File: config.mk
export PLATFORM = sky130hd
export DESIGN_NAME = dram_arbiter
export DESIGN_NICKNAME = d
export VERILOG_FILES = /design/src/rtl/dram_pkg.sv /design/src/rtl/rr_arb2.sv /design/src/rtl/dram_arbiter.sv
export SDC_FILE = /design/constraint.sdc
export NUM_CORES = 1
export LEC_CHECK = 0
export BUFFER_PORTS_ARGS = -buffer_cell sky130_fd_sc_hd__buf_2
export CAP_MARGIN = 15
export CORE_MARGIN = 5
export CORE_UTILIZATION = 44
export DETAILED_ROUTE_END_ITERATION = 10
export PLACE_DENSITY = 0.85
export RECOVER_POWER = 100
export SLEW_MARGIN = 5
export SYNTH_ARGS = -nofsm -noshare
export SYNTH_HDL_FRONTEND = slang
export SYNTH_SLANG_ARGS = --single-unit
File: constraint.sdc
create_clock -name clk -period 2.5 [get_ports clk]
set_input_delay 0.75 -clock clk [delete_from_list [all_inputs] [get_ports clk]]
set_output_delay 0.75 -clock clk [all_outputs]
set_load 0.01 [all_outputs]
File: src/rtl/dram_pkg.sv
// Shared constants and FSM encoding for the data-memory arbiter.
package dram_pkg;

  localparam int ADDR_W = 19;
  localparam int DATA_W = 8;

  localparam logic [1:0] MEM_WR = 2'b10;
  localparam logic [1:0] MEM_RD = 2'b00;

  localparam logic PORT_C = 1'b0;
  localparam logic PORT_H = 1'b1;

  typedef enum logic [1:0] {
    IDLE  = 2'd0,
    ISSUE = 2'd1,
    RESP  = 2'd2
  } state_t;

endpackage

File: src/rtl/rr_arb2.sv
// Two-way request picker: bit 0 = core, bit 1 = host; winner 1 means host.
module rr_arb2
  import dram_pkg::*;
(
  input  logic [1:0] req,
  input  logic       last,
  input  logic       prio,
  output logic       winner
);

  always_comb begin
    winner = PORT_C;
    if (req == 2'b10) begin
      winner = PORT_H;
    end else if (req == 2'b11) begin
      // On a tie the host wins outright under priority, else whoever did not win last.
      winner = prio | (last == PORT_C);
    end
  end

endmodule

File: src/rtl/dram_arbiter.sv
// Shares the single data-memory read/write port between the core (C) and host loader (H).
module dram_arbiter
  import dram_pkg::*;
#(
  parameter bit HOST_PRIORITY = 1'b0
) (
  input  logic              clk,
  input  logic              rst_n,
  input  logic              c_req,
  input  logic [ADDR_W-1:0] c_addr,
  input  logic [DATA_W-1:0] c_wdata,
  input  logic              c_we,
  output logic              c_ack,
  output logic [DATA_W-1:0] c_rdata,
  input  logic              h_req,
  input  logic [ADDR_W-1:0] h_addr,
  input  logic [DATA_W-1:0] h_wdata,
  input  logic              h_we,
  output logic              h_ack,
  output logic [DATA_W-1:0] h_rdata,
  output logic [ADDR_W-1:0] mem_addr,
  output logic [DATA_W-1:0] mem_wdata,
  output logic [1:0]        mem_write,
  input  logic [DATA_W-1:0] mem_rdata,
  output logic              busy,
  output logic              gnt_h
);

  state_t              state, state_nxt;
  logic [ADDR_W-1:0]   mem_addr_nxt;
  logic [DATA_W-1:0]   mem_wdata_nxt;
  logic [1:0]          mem_write_nxt;
  logic                gnt_h_nxt;
  logic                last_h, last_h_nxt;
  logic                winner;

  rr_arb2 u_pick (
    .req    ({h_req, c_req}),
    .last   (last_h),
    .prio   (HOST_PRIORITY),
    .winner (winner)
  );

  always_ff @(posedge clk or negedge rst_n) begin
    if (!rst_n) begin
      state     <= IDLE;
      mem_addr  <= '0;
      mem_wdata <= '0;
      mem_write <= MEM_RD;
      gnt_h     <= PORT_C;
      last_h    <= PORT_H;
    end else begin
      state     <= state_nxt;
      mem_addr  <= mem_addr_nxt;
      mem_wdata <= mem_wdata_nxt;
      mem_write <= mem_write_nxt;
      gnt_h     <= gnt_h_nxt;
      last_h    <= last_h_nxt;
    end
  end

  always_comb begin
    state_nxt     = state;
    mem_addr_nxt  = mem_addr;
    mem_wdata_nxt = mem_wdata;
    mem_write_nxt = mem_write;
    gnt_h_nxt     = gnt_h;
    last_h_nxt    = last_h;

    unique case (state)
      IDLE: begin
        if (c_req || h_req) begin
          state_nxt     = ISSUE;
          gnt_h_nxt     = winner;
          last_h_nxt    = winner;
          mem_addr_nxt  = winner ? h_addr  : c_addr;
          mem_wdata_nxt = winner ? h_wdata : c_wdata;
          mem_write_nxt = (winner ? h_we : c_we) ? MEM_WR : MEM_RD;
        end
      end
      ISSUE: begin
        // Memory commits the write (or latches d_out) on the edge leaving this state.
        mem_write_nxt = MEM_RD;
        state_nxt     = RESP;
      end
      RESP: begin
        state_nxt = IDLE;
      end
      default: begin
        state_nxt     = IDLE;
        mem_write_nxt = MEM_RD;
      end
    endcase
  end

  always_comb begin
    busy    = (state != IDLE);
    c_ack   = (state == RESP) && (gnt_h == PORT_C);
    h_ack   = (state == RESP) && (gnt_h == PORT_H);
    c_rdata = mem_rdata;
    h_rdata = mem_rdata;
  end

endmodule

Yosys cells after proc, flatten, opt, wreduce, memory -nomap -nowiden
Cells that the tools add are included.
{"block": "totals", "output_inout_bits": 49, "regBits": 33, "word_cells": 31}
{"block": "op_classes", "n_eq_ne": 5, "n_mux": 10, "n_bitwise": 3, "n_reduce_logical": 7}
{"cell": "19-bit two-way mux", "n": 1}
{"cell": "8-bit two-way mux", "n": 1}
{"cell": "2-bit case mux with 2 select lines", "n": 2}
{"cell": "2-bit equality test, second input constant", "n": 3}
{"cell": "2-bit two-way mux", "n": 3}
{"cell": "2-bit AND reduction", "n": 2}
{"cell": "1-bit two-way mux", "n": 3}
{"cell": "1-bit NOT", "n": 3}
{"cell": "2-bit by 1-bit equality test with 1-bit output, second input constant", "n": 1}
{"cell": "1-bit logical AND", "n": 2}
{"cell": "2-bit logical NOT", "n": 1}
{"cell": "2-bit != test, second input constant", "n": 1}
{"cell": "2-bit nonzero test", "n": 1}
{"cell": "1-bit logical OR", "n": 1}

Depth between registers and ports, before layout
{"block": "depth", "depth_word": 7, "ltp_mapped": 6, "ltp_nobuf": 3}

Modules after synthesis
Synthesis repeated with hierarchy kept, for this count alone.
{"block": "unflattened", "cells_unflattened": 159, "area_unflattened_um2": 1639.1}
{"mod": "dram_arbiter", "seq_area_each_um2": 802.0, "area_each_um2": 1627.8, "instances": 1, "cells_per_inst": 157}
{"mod": "rr_arb2", "seq_area_each_um2": 0.0, "area_each_um2": 11.3, "instances": 1, "cells_per_inst": 2}

Worst setup path after synthesis
Ideal clock, no wire load.
{"block": "synth_timing", "path_type": "reg2out", "start": "register state[0]", "end": "output busy", "t_arrival_ns": 1.084, "n_path_buf": 2, "stages_incl_launch_ff": 5, "slack_ns": 0.666, "required_time_ns": 1.750, "cell_sequence": "dfrtp_1 > nor2_1 > buf_2 > buf_1 > inv_1"}
{"block": "synth_via", "elab_chain_cells": 1}
{"element": "start: declaration", "line": "dram_arbiter.sv:29", "text": "state_t state, state_nxt;"}
{"element": "start signal: assignment", "line": "dram_arbiter.sv:53", "text": "state <= state_nxt;"}
{"element": "2-bit nonzero test", "line": "dram_arbiter.sv:97", "text": "busy = (state != IDLE);"}
{"element": "end: declaration", "line": "dram_arbiter.sv:25", "text": "output logic busy,"}
No other way between the ends.

Final worst setup path
{"block": "layout_timing", "start": "input h_req", "end": "register mem_write[1]"}
{"block": "layout_via", "elab_chain_cells": 7, "word_cells_on_any_way": 11, "cone_classes": "3 x eq/ne; 6 x mux; 2 x reduce/logical"}
{"element": "start: declaration", "line": "dram_arbiter.sv:15", "text": "input logic h_req,"}
{"element": "2-bit equality test", "line": "rr_arb2.sv:15", "text": "end else if (req == 2'b11) begin"}
{"element": "1-bit two-way mux", "line": "rr_arb2.sv:15"}
{"element": "1-bit two-way mux", "line": "rr_arb2.sv:13", "text": "if (req == 2'b10) begin"}
{"element": "1-bit two-way mux", "line": "dram_arbiter.sv:78", "text": "mem_write_nxt = (winner ? h_we : c_we) ? MEM_WR : MEM_RD;"}
{"element": "2-bit two-way mux", "line": "dram_arbiter.sv:78"}
{"element": "2-bit two-way mux", "line": "dram_arbiter.sv:72", "text": "if (c_req || h_req) begin"}
{"element": "2-bit case mux with 2 select lines", "line": "dram_arbiter.sv:70", "text": "unique case (state)"}
{"element": "end signal: assignment", "line": "dram_arbiter.sv:56", "text": "mem_write <= mem_write_nxt;"}
{"element": "end: declaration", "line": "dram_arbiter.sv:23", "text": "output logic [1:0] mem_write,"}
Parallel ways exist; a longest one is shown, timed or not. The select of a mux whose other input is x is not followed.
A chain may end at the register's enable or synchronous reset.

==> results.toml <==
[drt]
detail_route.first_pass.iterations = 4
post-route-drc-count = 0
drt-vias-per-instance = 5.09
total_via_count_in_the_routed_design = 1568
detail_route.wl_per_cell_um = 13.5
postRouteWirelength_mm = 4.17
initialDrtViolationCount = 57
ant_nets = 0

[clock_network]
cts_buffers = 5
cts_resized = 0
cts_hold_repair.buffers = 0
clockRootBuffer = "sky130_fd_sc_hd__clkbuf_8"
max-clock-path-buffers = 2
cts_tree = "built"
clk_pin_slew_ps = 60
clock_tree.htree_level_count = 2
clock_latency_ps = 270
cts_post_setup_buffers_inserted = 0
clock_sink_count = 32

[logic_synthesis]
synth_top_flop_cell = "sky130_fd_sc_hd__dfrtp_1"
synth_area_per_inst_um2 = 8.96
part_of_the_yosys_area_used_for_sequential_elements_pct = 47.3
synthMostInstantiatedCell = "sky130_fd_sc_hd__nand2_1"
post_synth_instance_area_um2 = 1690
number_of_synthesized_register_bits = 32
synth.lib_cells_used.distinct = 24
synth_top_cells_by_area = "sky130_fd_sc_hd__dfrtp_1 (46%), sky130_fd_sc_hd__nand2_1 (12%), sky130_fd_sc_hd__a21oi_1 (8.3%), sky130_fd_sc_hd__buf_4 (7.5%), sky130_fd_sc_hd__a31oi_1 (6.6%)"
syn_inst_count = 189
mappedNetlistNets = 257
synthArstFlopShare_pct = 100
ys.warnings.count = 0
synth_top_area_share_pct = 45.8
synth-edff-count = 0
synthTopCellsByCount = "sky130_fd_sc_hd__nand2_1 (55), sky130_fd_sc_hd__dfrtp_1 (31), sky130_fd_sc_hd__a21oi_1 (28), sky130_fd_sc_hd__a31oi_1 (18), sky130_fd_sc_hd__buf_4 (17)"
post-synth-top-area-cell = "sky130_fd_sc_hd__dfrtp_1"

[layout]
layout.cell_area.non_filler_um2 = 2070
layout_fillers = 386
area_growth_syn_to_layout_pct = 22.0
finalCoreUtilization_pct = 56.0
proportion_of_layout_cells_with_a_drive_suffix_above_1_pct = 31.5
antenna-diode-count = 0
final_net_count = 327

[timing]
tns_ps = 0
finalWorstPathRequiredPeriod_ps = 1870
timing.final.crit_share_pct = 75.0
drv_slew = 0
max_slew.worst_pin.slew_ps = 864
fmaxAchievable_ghz = 0.533
rsz0062_at_grt = "no"
finalSetupViolations = 0
finalHoldViolCount = 0
skew_ps = 4.23
worst_slew_margin_rel_pct = 42.4

[die]
row_count = 22
dieHeight_um = 72.1
starting_density_of_the_core_pct = 45.9
die_area_um2 = 5190
core_region_area_um2 = 3690
io-pin-count = 117
x_dimension_of_the_die_um = 72.1

[critical_path]
required_ps = 2660
crit_path_start_kind = "input port"
reg2reg_slack_ps = 740
critPathCaptureType = "flop"
worstPathArrival_ps = 2030
reg2reg_depth = 3
crit-reg2reg-capture = "mem_write[1]$_DFFE_PN0P_"
regToRegStartpoint = "last_h$_DFFE_PN1P_"
crit_type = "input port to flop"
cp_max_fo = 28

[power_and_ir_drop]
p_per_area_nw_per_um2 = 1170
leakage_nw = 0.952
max-vdd-ir-drop_mv = 0.466

[grt]
grt_max_degree = 33
antenna_violations_before_repair = 0
grt_remaining_overflow = 0
grt.total_usage_pct = 16.4
grt_pass1_wl_mm = 6.76
first_global_vias = 1571

[place]
place.gp.congestion = 0.733
placed_area_um2 = 2030
hpwl_mm = 3.06
io_buffers = 91

[run_status]
outcome = "finished, final reports clean"

[worst_hold_path]
hp-start = "state[1]$_DFFE_PN0P_"
worst_hold_stages = 1
terminating_pin_of_the_worst_hold_path = "state[1]$_DFFE_PN0P_"
worstHoldPathType = "flop to flop"

[flow_run]
maxCapViolCount = 0
-- sequential cells by signal, indices dropped and copies added, names as in the netlist --
| register | count |
|---|---|
| mem_addr | 19 |
| mem_wdata | 8 |
| state | 2 |
| gnt_h | 1 |
| last_h | 1 |
| mem_write | 1 |
-- placed cells by master (no fill, tap or decap) --
cell / synthesis / final
sky130_fd_sc_hd__buf_2: 4 / 59
sky130_fd_sc_hd__nand2_1: 55 / 55
sky130_fd_sc_hd__clkbuf_1: 6 / 34
sky130_fd_sc_hd__dfrtp_1: 31 / 31
sky130_fd_sc_hd__a21oi_1: 28 / 28
sky130_fd_sc_hd__a31oi_1: 18 / 19
sky130_fd_sc_hd__a31oi_2: 9 / 8
sky130_fd_sc_hd__clkbuf_8: 0 / 5
sky130_fd_sc_hd__buf_4: 17 / 4
sky130_fd_sc_hd__inv_1: 2 / 2
sky130_fd_sc_hd__mux2_2: 2 / 2
sky130_fd_sc_hd__nor2_1: 1 / 1
sky130_fd_sc_hd__nor3b_1: 1 / 1
sky130_fd_sc_hd__and3b_1: 1 / 1
sky130_fd_sc_hd__a21bo_1: 0 / 1
sky130_fd_sc_hd__or2_1: 1 / 1
sky130_fd_sc_hd__and2_4: 1 / 1
sky130_fd_sc_hd__a21boi_2: 0 / 1
sky130_fd_sc_hd__o21bai_1: 1 / 1
sky130_fd_sc_hd__a221oi_1: 1 / 1
sky130_fd_sc_hd__nor2b_1: 1 / 1
sky130_fd_sc_hd__conb_1: 1 / 1
sky130_fd_sc_hd__clkinv_2: 0 / 1
sky130_fd_sc_hd__dfstp_2: 1 / 1
-- cell families after synthesis --
logic type | count (synthesis) | share of synthesized area [%]
multiplexers | 2 | 1.33
AO/OA/AOI/OAI | 59 | 23.6
buffers and inverters | 34 | 12.9
AND/OR/NAND/NOR | 61 | 14.6
flip-flops | 32 | 47.3
other | 1 | 0.221
-- critical path, stage by stage --
cell,delay (ps)
sky130_fd_sc_hd__buf_2,110
sky130_fd_sc_hd__a21bo_1,740
sky130_fd_sc_hd__nand2_1,110
sky130_fd_sc_hd__a221oi_1,310
-- layout make-up --
cell class,instances,area (um^2),area share [%]
Multi-Input combinational cell,123,671,32.4
Timing Repair Buffer,95,445,21.5
Clock buffer,7,76.3,3.69
Tap cell,48,60.1,2.91
Clock inverter,1,5.00,0.242
Sequential cell,32,802,38.8
Inverter,2,7.51,0.363
-- routing by layer --
layer / part of all wire, % / global-route usage [%]
met5: 0 / 0
met4: 0.96 / 6.47
met1: 38 / 18.3
met2: 52 / 29.8
met3: 9.1 / 4.16
-- where the power goes --
part / switching (W) / internal [W] / total (W)
sequential: 0.000155 / 0.000791 / 0.000945
combinational: 0.000665 / 0.000435 / 0.00110
clock: 0.000168 / 0.000195 / 0.000363
-- worst max-delay path by stage --
stage | startpoint | endpoint | slack [ps] | cells after the start
floorplan | state[0]$_DFFE_PN0P_ | busy | 670 | 4
CTS | state[0]$_DFFE_PN0P_ | busy | 670 | 3
finish | h_req | mem_write[1]$_DFFE_PN0P_ | 630 | 4
detailed placement | h_req | mem_write[1]$_DFFE_PN0P_ | 520 | 4
global route | h_req | mem_write[1]$_DFFE_PN0P_ | 520 | 4
global placement | c_req | gnt_h$_DFFE_PN0P_ | 640 | 4
-- through the flow --
stage / hold WS [ps] / instances / total power (W) / setup slack [ps]
finish: 486 / 308 / 0.00241 / 625
global placement: 498 / 300 / 0.00211 / 638
floorplan: 446 / 189 / 0.00176 / 666
detailed placement: 494 / 300 / 0.00215 / 518
global route: 523 / 308 / 0.00262 / 518
CTS: 502 / 308 / 0.00252 / 672
Power figures use the tool's default switching activity.
